<file path="src/rtl/mem_ctrl.sv">
// mem_ctrl: arbitrates the byte-wide RAM/IO port between instruction fetch
// and the load/store buffer. Each access is split into byte transactions;
// read bytes are reassembled little-endian. Ties alternate priority.
//
// state   | meaning
// --------+-----------------------------------------------------------
// S_IDLE  | no access in flight, arbitrate at each edge
// S_FETCH | 4-byte instruction read in flight (flush aborts it)
// S_LOAD  | 1/2/4-byte load in flight
// S_STORE | 1/2/4-byte store in flight, may stall on a full IO buffer
module mem_ctrl (
    input  logic        clk,
    input  logic        rst,
    input  logic        i_rdy,
    input  logic        i_ic_req,
    input  logic [31:0] i_ic_addr,
    output logic        o_ic_valid,
    output logic [31:0] o_ic_data,
    input  logic        i_flush,
    input  logic        i_ls_req,
    input  logic        i_ls_wr,
    input  logic [31:0] i_ls_addr,
    input  logic [2:0]  i_ls_len,
    input  logic [31:0] i_ls_wdata,
    output logic        o_ls_valid,
    output logic [31:0] o_ls_rdata,
    input  logic [7:0]  i_mem_din,
    output logic [7:0]  o_mem_dout,
    output logic [31:0] o_mem_a,
    output logic        o_mem_wr,
    input  logic        i_io_buffer_full
);

    typedef enum logic [1:0] {S_IDLE, S_FETCH, S_LOAD, S_STORE} state_t;

    state_t      r_state;
    logic        r_last_ls;
    logic [31:0] r_base;
    logic [31:0] r_wdata;
    logic [31:0] r_buf;
    logic [2:0]  r_len;
    logic [2:0]  r_cnt;
    logic        r_io;
    logic        r_mem_wr;
    logic [7:0]  r_mem_dout;
    logic [31:0] r_mem_a;
    logic        r_ic_valid;
    logic [31:0] r_ic_data;
    logic        r_ls_valid;
    logic [31:0] r_ls_rdata;

    logic        w_grant_ic;
    logic        w_ls_io;
    logic [2:0]  w_cnt_nxt;
    logic [1:0]  w_cap_idx;
    logic [31:0] w_cap;
    logic [7:0]  w_wr_byte;
    logic        w_io_blocked;

    // Fetch wins only when LSB is idle or LSB had the previous grant; never on a flush edge
    assign w_grant_ic   = i_ic_req && !i_flush && (!i_ls_req || r_last_ls);
    assign w_ls_io      = (i_ls_addr[17:16] == 2'b11);
    assign w_cnt_nxt    = r_cnt + 3'd1;
    // Byte arriving now belongs to the address issued one cycle earlier
    assign w_cap_idx    = r_cnt[1:0] - 2'd1;
    assign w_cap        = r_buf | ({24'd0, i_mem_din} << {w_cap_idx, 3'b000});
    assign w_wr_byte    = r_wdata[{w_cnt_nxt[1:0], 3'b000} +: 8];
    assign w_io_blocked = r_io && i_io_buffer_full;

    assign o_mem_wr   = r_mem_wr & i_rdy;
    assign o_mem_a    = r_mem_a;
    assign o_mem_dout = r_mem_dout;
    assign o_ic_valid = r_ic_valid;
    assign o_ic_data  = r_ic_data;
    assign o_ls_valid = r_ls_valid;
    assign o_ls_rdata = r_ls_rdata;

    // Arbitration, byte sequencing and all registered outputs
    always_ff @(posedge clk) begin
        if (rst) begin
            r_state    <= S_IDLE;
            r_last_ls  <= 1'b0;
            r_base     <= 32'd0;
            r_wdata    <= 32'd0;
            r_buf      <= 32'd0;
            r_len      <= 3'd0;
            r_cnt      <= 3'd0;
            r_io       <= 1'b0;
            r_mem_wr   <= 1'b0;
            r_mem_dout <= 8'd0;
            r_mem_a    <= 32'd0;
            r_ic_valid <= 1'b0;
            r_ic_data  <= 32'd0;
            r_ls_valid <= 1'b0;
            r_ls_rdata <= 32'd0;
        end else if (i_rdy) begin
            r_ic_valid <= 1'b0;
            r_ls_valid <= 1'b0;
            case (r_state)
                S_IDLE: begin
                    r_cnt <= 3'd0;
                    r_buf <= 32'd0;
                    if (w_grant_ic) begin
                        r_state   <= S_FETCH;
                        r_last_ls <= 1'b0;
                        r_base    <= i_ic_addr;
                        r_len     <= 3'd4;
                        r_mem_a   <= i_ic_addr;
                    end else if (i_ls_req) begin
                        r_last_ls <= 1'b1;
                        r_base    <= i_ls_addr;
                        r_len     <= i_ls_len;
                        r_wdata   <= i_ls_wdata;
                        r_io      <= w_ls_io;
                        r_mem_a   <= i_ls_addr;
                        if (i_ls_wr) begin
                            r_state    <= S_STORE;
                            r_mem_dout <= i_ls_wdata[7:0];
                            r_mem_wr   <= !(w_ls_io && i_io_buffer_full);
                        end else begin
                            r_state <= S_LOAD;
                        end
                    end
                end
                S_FETCH, S_LOAD: begin
                    if (r_state == S_FETCH && i_flush) begin
                        r_state <= S_IDLE;
                    end else begin
                        r_cnt <= w_cnt_nxt;
                        if (w_cnt_nxt < r_len) begin
                            r_mem_a <= r_base + {29'd0, w_cnt_nxt};
                        end
                        if (r_cnt != 3'd0) begin
                            r_buf <= w_cap;
                            if (r_cnt == r_len) begin
                                r_state <= S_IDLE;
                                if (r_state == S_FETCH) begin
                                    r_ic_valid <= 1'b1;
                                    r_ic_data  <= w_cap;
                                end else begin
                                    r_ls_valid <= 1'b1;
                                    r_ls_rdata <= w_cap;
                                end
                            end
                        end
                    end
                end
                S_STORE: begin
                    if (r_mem_wr) begin
                        if (w_cnt_nxt == r_len) begin
                            r_mem_wr   <= 1'b0;
                            r_ls_valid <= 1'b1;
                            r_state    <= S_IDLE;
                        end else begin
                            r_cnt      <= w_cnt_nxt;
                            r_mem_a    <= r_base + {29'd0, w_cnt_nxt};
                            r_mem_dout <= w_wr_byte;
                            r_mem_wr   <= !w_io_blocked;
                        end
                    end else begin
                        // Stalled byte: address and data already on the bus
                        r_mem_wr <= !w_io_blocked;
                    end
                end
                default: r_state <= S_IDLE;
            endcase
        end
    end

endmodule

</file>
<file path="config.mk">
export PLATFORM = sky130hd
export DESIGN_NAME = mem_ctrl
export DESIGN_NICKNAME = d
export VERILOG_FILES = /design/src/rtl/mem_ctrl.sv
export SDC_FILE = /design/constraint.sdc
export NUM_CORES = 1
export LEC_CHECK = 0
export ABC_AREA = 1
export CORE_ASPECT_RATIO = 1.1
export CORE_MARGIN = 5
export CORE_UTILIZATION = 50
export DETAILED_ROUTE_END_ITERATION = 7
export PLACE_DENSITY = 0.87
export SLEW_MARGIN = 40
export SYNTH_ARGS = -nofsm -noshare
export SYNTH_HDL_FRONTEND = slang
export SYNTH_SLANG_ARGS = --single-unit
</file>
<file path="constraint.sdc">
create_clock -name clk -period 4.4 [get_ports clk]
set_input_delay 0.88 -clock clk [delete_from_list [all_inputs] [get_ports clk]]
set_output_delay 0.88 -clock clk [all_outputs]
set_load 0.005 [all_outputs]
</file>
* After elaboration in Yosys (flattened, before gate mapping)
Index checks and enable logic that the tools add are counted.
** Storage, ports and cells
- Register bits after elaboration :: 213
- Word-level logic and storage cells :: 121
- Output and inout port bits :: 107
- Input port bits :: 115
** Operators by class
- Mux-type cells :: 51
- Bitwise gates (word level) :: 5
- Shift operators :: 2
- Reduce and logical (&&, ||, !) cells :: 26
- Equality and inequality tests :: 18
- Order comparisons :: 1
- $add $sub $neg :: 3
** Operator list (number)
- $mux W32 :: 8
- $pmux W32 S3 :: 1
- $pmux W32 S2 :: 1
- $mux W8 :: 5
- $add A32 B3 Y32 :: 1
- $or A32 B32 Y32 :: 1
- $shiftx A32 B6 Y8 :: 1
- $shl A8 B5 Y32 :: 1
- $reduce_and A6 Y1 :: 4
- $mux W1 :: 19
- $ne A2 B2 Y1 const B :: 9
- $pmux W8 S2 :: 1
- $mux W3 :: 5
- $mux W2 :: 7
- $reduce_and A4 Y1 :: 3
- $ne A3 B3 Y1 const B :: 3
- $pmux W3 S3 :: 1
- $reduce_and A7 Y1 :: 1
- $eq A2 B2 Y1 const B :: 3
- $eq A3 B3 Y1 :: 2
- $pmux W2 S3 :: 1
- $reduce_bool A2 Y1 :: 3
- $logic_and A1 B1 Y1 :: 5
- $reduce_and A5 Y1 :: 1
- other kinds (13) :: 19

* Depth between registers and ports, before layout
Gate-level depths: netlist of the first run.
- Depth in word-level cells :: 7
- Gate-level depth with buffers :: 17
- Depth with buffers taken out :: 14

* Worst setup path before layout of the first run
No wires, ideal clock.
- Path type :: reg2reg
- From :: register r_cnt[0]
- To :: register r_mem_a[30] (netlist: o_mem_a[30])
- Path slack :: 1.479 ns
- Library setup time :: 0.132 ns
- Clock period less this slack :: 2.921 ns
- Cell stages (with the launch flop) :: 18
- Arrival time :: 2.789 ns
- Buffers on the path :: 3
- Cell sequence :: dfxtp_1 -> inv_1 -> clkbuf_1 -> ha_1 -> clkbuf_2 -> clkinv_1 -> buf_1 -> fa_1 -> inv_1 -> nand3_1 -> nand2_1 -> nand2_1 -> nor2_1 -> nand2_1 -> nand2_1 -> nand3_1 -> nand2_1 -> a21oi_1
** On the way
- Longest elaborated chain between the ends :: 5
** RTL lines
- start, declared :: RTL line 42 : logic [2:0] r_cnt;
- start signal, assigned :: RTL line 129 : r_cnt <= w_cnt_nxt;
- start signal, assigned :: RTL line 155 : r_cnt <= w_cnt_nxt;
- $add A3 B1 Y3 (*) :: RTL line 63 : assign w_cnt_nxt = r_cnt + 3'd1;
- $add A32 B3 Y32 :: RTL line 131, 156
- $mux W32, on equally long branches :: RTL line 150, 130
- $mux W32, on equally long branches :: RTL line 149, 126
- $pmux W32 S3 :: RTL line 99 : case (r_state)
- end signal, assigned :: RTL line 108 : r_mem_a <= i_ic_addr;
- end signal, assigned :: RTL line 131 : r_mem_a <= r_base + {29'd0, w_cnt_nxt};
- end signal, assigned :: RTL line 156 : r_mem_a <= r_base + {29'd0, w_cnt_nxt};
- end, declared :: RTL line 46 : logic [31:0] r_mem_a;
Every way passes the cells marked *; elsewhere a longest branch is shown, timed or not. The select of a mux whose other input is x is not followed.
A chain may end at the register's enable or synchronous reset.

* Worst setup path after layout of the first run
- From :: register r_cnt[1]
- To :: register r_mem_a[30] (netlist: o_mem_a[30])
The elaborated chain is that of the path after synthesis.

==> results of run 1 <==
[stage by stage]
step	area [sq um]	instances	util [%]	worst slack, ns	total power [mW]
6_report	13200	1924	66.1	1.14	5.77
5_1_grt	13200	1924	66.1	0.845	6.05
4_1_cts	13200	1923	66.1	1.16	5.77
3_5_place_dp	12400	1883	62.3	1.03	3.87
3_3_place_gp	12400	1883	62.3	1.12	3.83
2_1_floorplan	10200	1487	-	1.48	3.30
[critical path, stage by stage (launching register included)]
cell and delay [ns]:
dfxtp_1 0.36, inv_1 0.07, ha_1 0.29, clkinv_1 0.49, fa_1 0.66, inv_1 0.09, nand3_1 0.07, nand2_1 0.22
nand2_1 0.21, nor2_1 0.28, nand2_1 0.08, nand2_1 0.06, nand3_1 0.06, nand2_1 0.10, a21oi_1 0.07
[how the worst max path moves through the flow]
stage | from | to | slack, ns | cells past startpoint
after detailed placement | i_flush | r_wdata[0]$_SDFFE_PP0P_ | 1.03 | 9
after CTS | r_cnt[1]$_SDFFE_PP0P_ | o_mem_a[30]$_SDFFE_PP0P_ | 1.16 | 14
after floorplan | r_cnt[0]$_SDFFE_PP0P_ | o_mem_a[30]$_SDFFE_PP0P_ | 1.48 | 17
after global routing | r_cnt[1]$_SDFFE_PP0P_ | o_mem_a[30]$_SDFFE_PP0P_ | 0.85 | 14
after global placement | i_rdy | r_wdata[1]$_SDFFE_PP0P_ | 1.12 | 8
final | r_cnt[1]$_SDFFE_PP0P_ | o_mem_a[30]$_SDFFE_PP0P_ | 1.14 | 14
[final cells by class]
type	count	area (sq um)
antenna	1	2.50
clock buffer	31	646
clock inverter	9	97.6
fill	1681	6760
inverter	85	323
multi-input combinational	1094	5180
sequential	213	4260
tap	252	315
timing repair buffer	239	2340
[synthesized netlist by cell type, types with 2 or more instances]
cell type | number | area [sq um]
o21bai_1 | 32 | 240
buf_6 | 4 | 45.0
or2_2 | 9 | 56.3
o21ai_2 | 3 | 26.3
xor2_1 | 3 | 26.3
a21oi_1 | 201 | 1010
nand3_1 | 158 | 791
dfxtp_1 | 213 | 4260
nor2_4 | 2 | 22.5
a211oi_1 | 4 | 30.0
clkbuf_1 | 49 | 184
o21ai_0 | 119 | 596
nand4_1 | 5 | 31.3
inv_2 | 7 | 26.3
nor3_1 | 2 | 10.0
nor2_2 | 2 | 12.5
buf_1 | 3 | 11.3
ha_1 | 12 | 150
o21ai_1 | 16 | 80.1
nand2_1 | 363 | 1360
inv_1 | 76 | 285
a31oi_1 | 4 | 25.0
nor2_1 | 146 | 548
buf_2 | 32 | 160
o21a_1 | 2 | 15.0
buf_4 | 6 | 45.0
[sequential cells by signal, summed over array words and instances, names as in the netlist]
| register | count |
|---|---|
| o_ic_data | 32 |
| o_ic_valid | 1 |
| o_ls_rdata | 32 |
| o_ls_valid | 1 |
| o_mem_a | 32 |
| o_mem_dout | 8 |
| r_base | 32 |
| r_buf | 32 |
| r_cnt | 3 |
| r_io | 1 |
| r_last_ls | 1 |
| r_len | 3 |
| r_mem_wr | 1 |
| r_state | 2 |
| r_wdata | 32 |
[power groups by stage]
stage               clock (mW)  sequential [mW]  combinational [mW]
finish                    1.92             2.25                1.60
detailed placement           0             2.29                1.58
floorplan                    0             2.27                1.03
global placement             0             2.28                1.55
CTS                       1.93             2.25                1.59
global route              2.01             2.27                1.77
[per-layer routing]
| layer | track usage (%) | share of wire (%) | wire length [um] | up-vias |
|---|---|---|---|---|
| li1 | - | - | - | 5241 |
| met2 | 43.7 | 48 | 15300 | 421 |
| met5 | 0 | 0 | 0 | - |
| met4 | 7.91 | 2.7 | 858 | 0 |
| met1 | 33.0 | 41 | 13100 | 4958 |
| met3 | 5.07 | 7.5 | 2390 | 60 |
[cells by family after synthesis]
kind of cell | Yosys count
AO/OA/AOI/OAI | 383
XOR/XNOR | 4
flip-flops | 213
buffers and inverters | 180
AND/OR/NAND/NOR | 694
adder cells (fa/ha/maj) | 13
==> run_summary.xml, run 1 <==
<?xml version="1.0" encoding="UTF-8"?>
<metrics>
  <group name="final_layout">
    <metric name="area_delta_synth_final" unit="%">29.2</metric>
    <metric name="commonest_non_fill_non_tap_cells_in_the_layout" unit="">361 x nand2_1, 220 x clkdlybuf4s50_1, 213 x dfxtp_1, 201 x a21oi_1, 158 x nand3_1</metric>
    <metric name="mostFrequentLayoutCell" unit="">nand2_1</metric>
    <metric name="drive_gt1_share" unit="%">5.39</metric>
    <metric name="finalNetCount" unit="">1783</metric>
  </group>
  <group name="power">
    <metric name="clock_power_share" unit="%">33.2</metric>
    <metric name="ir_drop" unit="uV">238</metric>
    <metric name="seq_power_share" unit="%">39.0</metric>
    <metric name="sw_frac_of_total" unit="%">33.1</metric>
    <metric name="power_density_of_the_placed_cells" unit="nW/um^2">438</metric>
    <metric name="power_report.internal_total" unit="mW">3.86</metric>
    <metric name="p_switching" unit="mW">1.91</metric>
    <metric name="comb_power_share" unit="%">27.8</metric>
    <metric name="power.static_leakage" unit="nW">4.85</metric>
  </group>
  <group name="yosys">
    <metric name="synth_simple_gate_area_share" unit="%">28.5</metric>
    <metric name="seq_area_frac_synth" unit="%">41.8</metric>
    <metric name="synthesis.instances" unit="">1487</metric>
    <metric name="asyncSetResetFlopFracSynth" unit="%">0</metric>
    <metric name="synthDistinctLibCells" unit="">40</metric>
    <metric name="mappedNetlistNets" unit="">1615</metric>
    <metric name="post_synth_design_cell_area" unit="sq um">10200</metric>
    <metric name="synth_xor_xnor_area_share" unit="%">0.344</metric>
    <metric name="synth_adder_area_share" unit="%">1.67</metric>
    <metric name="compound_cell_area_share_of_the_yosys_netlist" unit="%">20.1</metric>
    <metric name="synth.yosys.warnings" unit="">0</metric>
    <metric name="synth.ff_latch_count" unit="">213</metric>
    <metric name="synth_top_family_by_area" unit="">simple AND/OR/NAND/NOR gates</metric>
    <metric name="synth.mux.area_fraction" unit="%">0</metric>
    <metric name="ys_flop_type" unit="">dfxtp_1</metric>
    <metric name="synth_area_per_cell" unit="sq um">6.86</metric>
    <metric name="number_of_flops_mapped_to_enable_cells_by_yosys" unit="">0</metric>
  </group>
  <group name="timing">
    <metric name="fmax" unit="GHz">0.307</metric>
    <metric name="final.min_clock_period" unit="ns">3.26</metric>
    <metric name="final-hold-violation-count" unit="">0</metric>
    <metric name="setup_viol" unit="">0</metric>
    <metric name="timing.max_slew.rel_slack" unit="%">45.5</metric>
    <metric name="rsz0062_at_grt" unit="">false</metric>
    <metric name="timing_worst_slew_pin_value" unit="ns">0.817</metric>
    <metric name="drv_slew" unit="">0</metric>
    <metric name="timing.clock.skew" unit="ns">0.0134</metric>
    <metric name="fin_worst_hold_slack" unit="ns">0.454</metric>
    <metric name="tns" unit="ns">0</metric>
    <metric name="min_period_over_period" unit="%">74.0</metric>
  </group>
  <group name="critical_path">
    <metric name="regToRegEndpoint" unit="">o_mem_a[30]$_SDFFE_PP0P_</metric>
    <metric name="critical_path_class" unit="">reg -&gt; reg</metric>
    <metric name="cp_max_fo" unit="">18</metric>
    <metric name="critical_path_arrival" unit="ns">3.62</metric>
    <metric name="timing.reg2reg.worst_path_depth" unit="">14</metric>
    <metric name="reg2reg_slack" unit="ns">1.14</metric>
    <metric name="start_kind" unit="">register</metric>
    <metric name="worst_setup_path_end_kind" unit="">register</metric>
    <metric name="cp.required" unit="ns">4.76</metric>
    <metric name="worst_r2r_startpoint" unit="">r_cnt[1]$_SDFFE_PP0P_</metric>
  </group>
  <group name="clock_network">
    <metric name="cts_sink_cnt" unit="">213</metric>
    <metric name="cts_hold_bufs" unit="">0</metric>
    <metric name="post-cts-setup-buffers" unit="">0</metric>
    <metric name="ctsHtreeMaxLevel" unit="">1</metric>
    <metric name="tritoncts" unit="">built</metric>
    <metric name="cts.root.buffer_cell" unit="">clkbuf_16</metric>
    <metric name="clk_latency" unit="ns">0.51</metric>
    <metric name="ctsResizeCount" unit="">0</metric>
    <metric name="ctsLongestPathBuffers" unit="">3</metric>
    <metric name="numCtsBuffers" unit="">22</metric>
    <metric name="clkSlewWorstSetupHoldPaths" unit="ns">0.06</metric>
  </group>
  <group name="die">
    <metric name="boundaryPins" unit="">222</metric>
    <metric name="die_x" unit="um">146</metric>
    <metric name="initial_utilization" unit="%">51.2</metric>
    <metric name="core_area" unit="sq um">19900</metric>
    <metric name="num_rows" unit="">54</metric>
    <metric name="fp.dieH" unit="um">160</metric>
    <metric name="die_area" unit="sq um">23400</metric>
  </group>
  <group name="grt">
    <metric name="global_route_wire_length_before_repair" unit="mm">50.9</metric>
    <metric name="grt_util_all_layers" unit="%">25.7</metric>
    <metric name="overall_overflow_remaining_after_global_route" unit="">0</metric>
    <metric name="grt_start_max_net_pins" unit="">81</metric>
    <metric name="grt_antenna_before_repair" unit="">1</metric>
    <metric name="grt_pass1_vias" unit="">10100</metric>
  </group>
  <group name="routing">
    <metric name="remaining_drc_errors" unit="">0</metric>
    <metric name="vias" unit="">10700</metric>
    <metric name="drt-initial-drc-count" unit="">1196</metric>
    <metric name="wl_per_cell" unit="um">16.4</metric>
    <metric name="antenna_violating_nets_post_route" unit="">0</metric>
    <metric name="first_pass_iters" unit="">5</metric>
    <metric name="drt-total-wl" unit="mm">31.6</metric>
    <metric name="vias_per_cell" unit="">5.55</metric>
  </group>
  <group name="hold_path">
    <metric name="timing.hold.worst_path_depth" unit="">2</metric>
    <metric name="worst_hold_path.endpoint" unit="">r_wdata[31]$_SDFFE_PP0P_</metric>
    <metric name="timing.hold.worst.class" unit="">reg -&gt; reg</metric>
    <metric name="critical_hold_path_startpoint" unit="">r_wdata[31]$_SDFFE_PP0P_</metric>
  </group>
  <group name="job">
    <metric name="cap_viol_max_count" unit="">0</metric>
  </group>
  <group name="status">
    <metric name="status" unit="">completed</metric>
  </group>
  <group name="placed_design">
    <metric name="gpl.final_weighted_congestion" unit="">0.937</metric>
    <metric name="place.detailed.hpwl" unit="mm">21.7</metric>
    <metric name="port_buffer_cells" unit="">221</metric>
  </group>
</metrics>
Power figures use the tool's default switching activity.
==> run 2, diff against run 1 <==
==> constraint.sdc (replaced) <==
create_clock -name clk -period 3.2 [get_ports clk]
set_input_delay 0.64 -clock clk [delete_from_list [all_inputs] [get_ports clk]]
set_output_delay 0.64 -clock clk [all_outputs]
set_load 0.005 [all_outputs]
==> run 2 against run 1 <==
  * Non-clock buffer count increased by 9
  * Sequential share of layout area down 0.21 points
  * Clock power is 36% higher
==> run_summary.xml, run 2 (synthesis results as in run 1) <==
<?xml version="1.0" encoding="UTF-8"?>
<metrics>
  <group name="status">
    <metric name="status" unit="">completed</metric>
  </group>
  <group name="critical_path">
    <metric name="sequence_of_cells_on_the_critical_path" unit="">inv_1 -&gt; ha_1 -&gt; clkinv_1 -&gt; fa_1 -&gt; inv_1 -&gt; nand3_1 -&gt; nand2_1 -&gt; nand2_1 -&gt; nor2_1 -&gt; nand2_1 -&gt; nand2_1 -&gt; nand3_1 -&gt; nand2_1 -&gt; a21oi_1</metric>
    <metric name="critical_path_arrival" unit="ns">3.12</metric>
    <metric name="critical_path_class" unit="">reg -&gt; reg</metric>
    <metric name="cp_max_fo" unit="">6</metric>
    <metric name="cp.required" unit="ns">3.56</metric>
    <metric name="critical_path.top_delay_family" unit="">simple AND/OR/NAND/NOR gates</metric>
    <metric name="critical-path-slowest-cell" unit="">fa_1</metric>
    <metric name="largest_incremental_delay_on_the_critical_path" unit="ns">0.45</metric>
    <metric name="start_kind" unit="">register</metric>
    <metric name="cpMostUsedCell" unit="">nand2_1</metric>
    <metric name="worst_setup_path_end_kind" unit="">register</metric>
    <metric name="cp.buffers_inverters" unit="">3</metric>
  </group>
  <group name="job">
    <metric name="cap_viol_max_count" unit="">0</metric>
  </group>
  <group name="timing">
    <metric name="timing_worst_slew_pin_value" unit="ns">0.718</metric>
    <metric name="final-hold-violation-count" unit="">0</metric>
    <metric name="fmax" unit="GHz">0.362</metric>
    <metric name="drv_slew" unit="">0</metric>
    <metric name="rsz0062_at_grt" unit="">false</metric>
    <metric name="tns" unit="ns">0</metric>
    <metric name="timing.clock.skew" unit="ns">0.0103</metric>
    <metric name="min_period_over_period" unit="%">86.4</metric>
    <metric name="setup_viol" unit="">0</metric>
    <metric name="final.min_clock_period" unit="ns">2.76</metric>
    <metric name="timing.max_slew.rel_slack" unit="%">52.1</metric>
  </group>
  <group name="die">
    <metric name="die_area" unit="sq um">23400</metric>
    <metric name="num_rows" unit="">54</metric>
    <metric name="fp.dieH" unit="um">160</metric>
    <metric name="initial_utilization" unit="%">51.2</metric>
    <metric name="boundaryPins" unit="">222</metric>
    <metric name="core_area" unit="sq um">19900</metric>
    <metric name="die_x" unit="um">146</metric>
  </group>
  <group name="routing">
    <metric name="remaining_drc_errors" unit="">0</metric>
    <metric name="antenna_violating_nets_post_route" unit="">0</metric>
    <metric name="vias" unit="">10900</metric>
    <metric name="drt-initial-drc-count" unit="">1097</metric>
    <metric name="wl_per_cell" unit="um">16.8</metric>
    <metric name="drt-total-wl" unit="mm">32.6</metric>
    <metric name="first_pass_iters" unit="">7</metric>
    <metric name="vias_per_cell" unit="">5.62</metric>
  </group>
  <group name="clock_network">
    <metric name="ctsHtreeMaxLevel" unit="">1</metric>
    <metric name="cts.root.buffer_cell" unit="">clkbuf_16</metric>
    <metric name="clk_latency" unit="ns">0.50</metric>
    <metric name="cts_hold_bufs" unit="">0</metric>
    <metric name="ctsLongestPathBuffers" unit="">3</metric>
    <metric name="numCtsBuffers" unit="">23</metric>
    <metric name="tritoncts" unit="">built</metric>
    <metric name="cts_sink_cnt" unit="">213</metric>
    <metric name="post-cts-setup-buffers" unit="">0</metric>
    <metric name="clkSlewWorstSetupHoldPaths" unit="ns">0.06</metric>
    <metric name="ctsResizeCount" unit="">0</metric>
  </group>
  <group name="final_layout">
    <metric name="utilization" unit="%">66.5</metric>
    <metric name="area_delta_synth_final" unit="%">30.0</metric>
    <metric name="mostFrequentLayoutCell" unit="">nand2_1</metric>
    <metric name="drive_gt1_share" unit="%">5.83</metric>
    <metric name="instances_no_fill" unit="">1933</metric>
    <metric name="commonest_non_fill_non_tap_cells_in_the_layout" unit="">363 x nand2_1, 220 x clkdlybuf4s50_1, 213 x dfxtp_1, 201 x a21oi_1, 158 x nand3_1</metric>
    <metric name="finalNetCount" unit="">1793</metric>
    <metric name="antenna-diode-count" unit="">0</metric>
  </group>
  <group name="grt">
    <metric name="grt_util_all_layers" unit="%">26.6</metric>
    <metric name="grt_antenna_before_repair" unit="">1</metric>
    <metric name="global_route_wire_length_before_repair" unit="mm">52.7</metric>
    <metric name="grt_pass1_vias" unit="">10800</metric>
    <metric name="grt_start_max_net_pins" unit="">136</metric>
    <metric name="overall_overflow_remaining_after_global_route" unit="">0</metric>
  </group>
  <group name="placed_design">
    <metric name="port_buffer_cells" unit="">221</metric>
    <metric name="place.detailed.hpwl" unit="mm">22.6</metric>
    <metric name="gpl.final_weighted_congestion" unit="">0.964</metric>
    <metric name="post-place-cells" unit="">1892</metric>
  </group>
  <group name="power">
    <metric name="ir_drop" unit="uV">440</metric>
    <metric name="power_density_of_the_placed_cells" unit="nW/um^2">603</metric>
    <metric name="power.static_leakage" unit="nW">4.88</metric>
    <metric name="design_power_total" unit="mW">7.99</metric>
  </group>
  <group name="hold_path">
    <metric name="timing.hold.worst.class" unit="">reg -&gt; reg</metric>
  </group>
</metrics>
-- run 2: stage by stage --
stage	hold WS, ns	area (sq um)	setup WS [ns]
detailed placement	0.448	12500	0.404
floorplan	0.430	10200	0.279
global route	0.478	13300	0.257
global placement	0.443	12500	0.468
CTS	0.457	13300	0.475
finish	0.457	13300	0.437
-- run 2: routing by layer --
metal | vias up | wire [um] | global-route usage (%) | part of all wire (%)
li1 | 5262 | - | - | -
met1 | 5005 | 12800 | 32.0 | 39
met2 | 488 | 15700 | 45.6 | 48
met3 | 97 | 2740 | 6.49 | 8.4
met4 | 2 | 1250 | 10.9 | 3.8
met5 | - | 13 | 0 | 0.040
-- run 2: final cells by class --
cell class	count	area, sq um
Timing Repair Buffer	248	2440
Multi-Input combinational cell	1094	5170
Clock buffer	31	656
Sequential cell	213	4260
Fill cell	1658	6680
Inverter	85	322
Clock inverter	10	88.8
Tap cell	252	315
-- run 2: path summary, 6_finish.rpt --
path | from | endpoint | slack, ns | cells after the start
setup / recovery | r_cnt[1]$_SDFFE_PP0P_ | o_mem_a[30]$_SDFFE_PP0P_ | 0.44 | 14
hold / removal | r_wdata[7]$_SDFFE_PP0P_ | r_wdata[7]$_SDFFE_PP0P_ | 0.46 | 2
setup reg to reg | r_cnt[1]$_SDFFE_PP0P_ | o_mem_a[30]$_SDFFE_PP0P_ | 0.44 | 14
hold reg to reg | r_wdata[7]$_SDFFE_PP0P_ | r_wdata[7]$_SDFFE_PP0P_ | 0.46 | 2
-- run 2: where the power goes --
part	internal [mW]	switching, mW
Combinational	0.850	1.43
Clock	1.52	1.09
Sequential	2.92	0.181
Total	5.30	2.70
-- run 2: worst register-to-register path, stage by stage (launching register included) --
cell and delay [ns]:
dfxtp_1 0.37, inv_1 0.08, ha_1 0.34, clkinv_1 0.16, fa_1 0.45, inv_1 0.11
nand3_1 0.07, nand2_1 0.21, nand2_1 0.23, nor2_1 0.27, nand2_1 0.09, nand2_1 0.06
nand3_1 0.06, nand2_1 0.08, a21oi_1 0.06
==> run 3, diff against run 2 <==
--- a/config.mk
+++ b/config.mk
@@ -6,6 +6,7 @@
 export NUM_CORES = 1
 export LEC_CHECK = 0
 export ABC_AREA = 1
+export CAP_MARGIN = 40
 export CORE_ASPECT_RATIO = 1.1
 export CORE_MARGIN = 5
 export CORE_UTILIZATION = 50
==> results of run 3 <==
No change in the layout: final DEF, timing and power equal those of run 2.
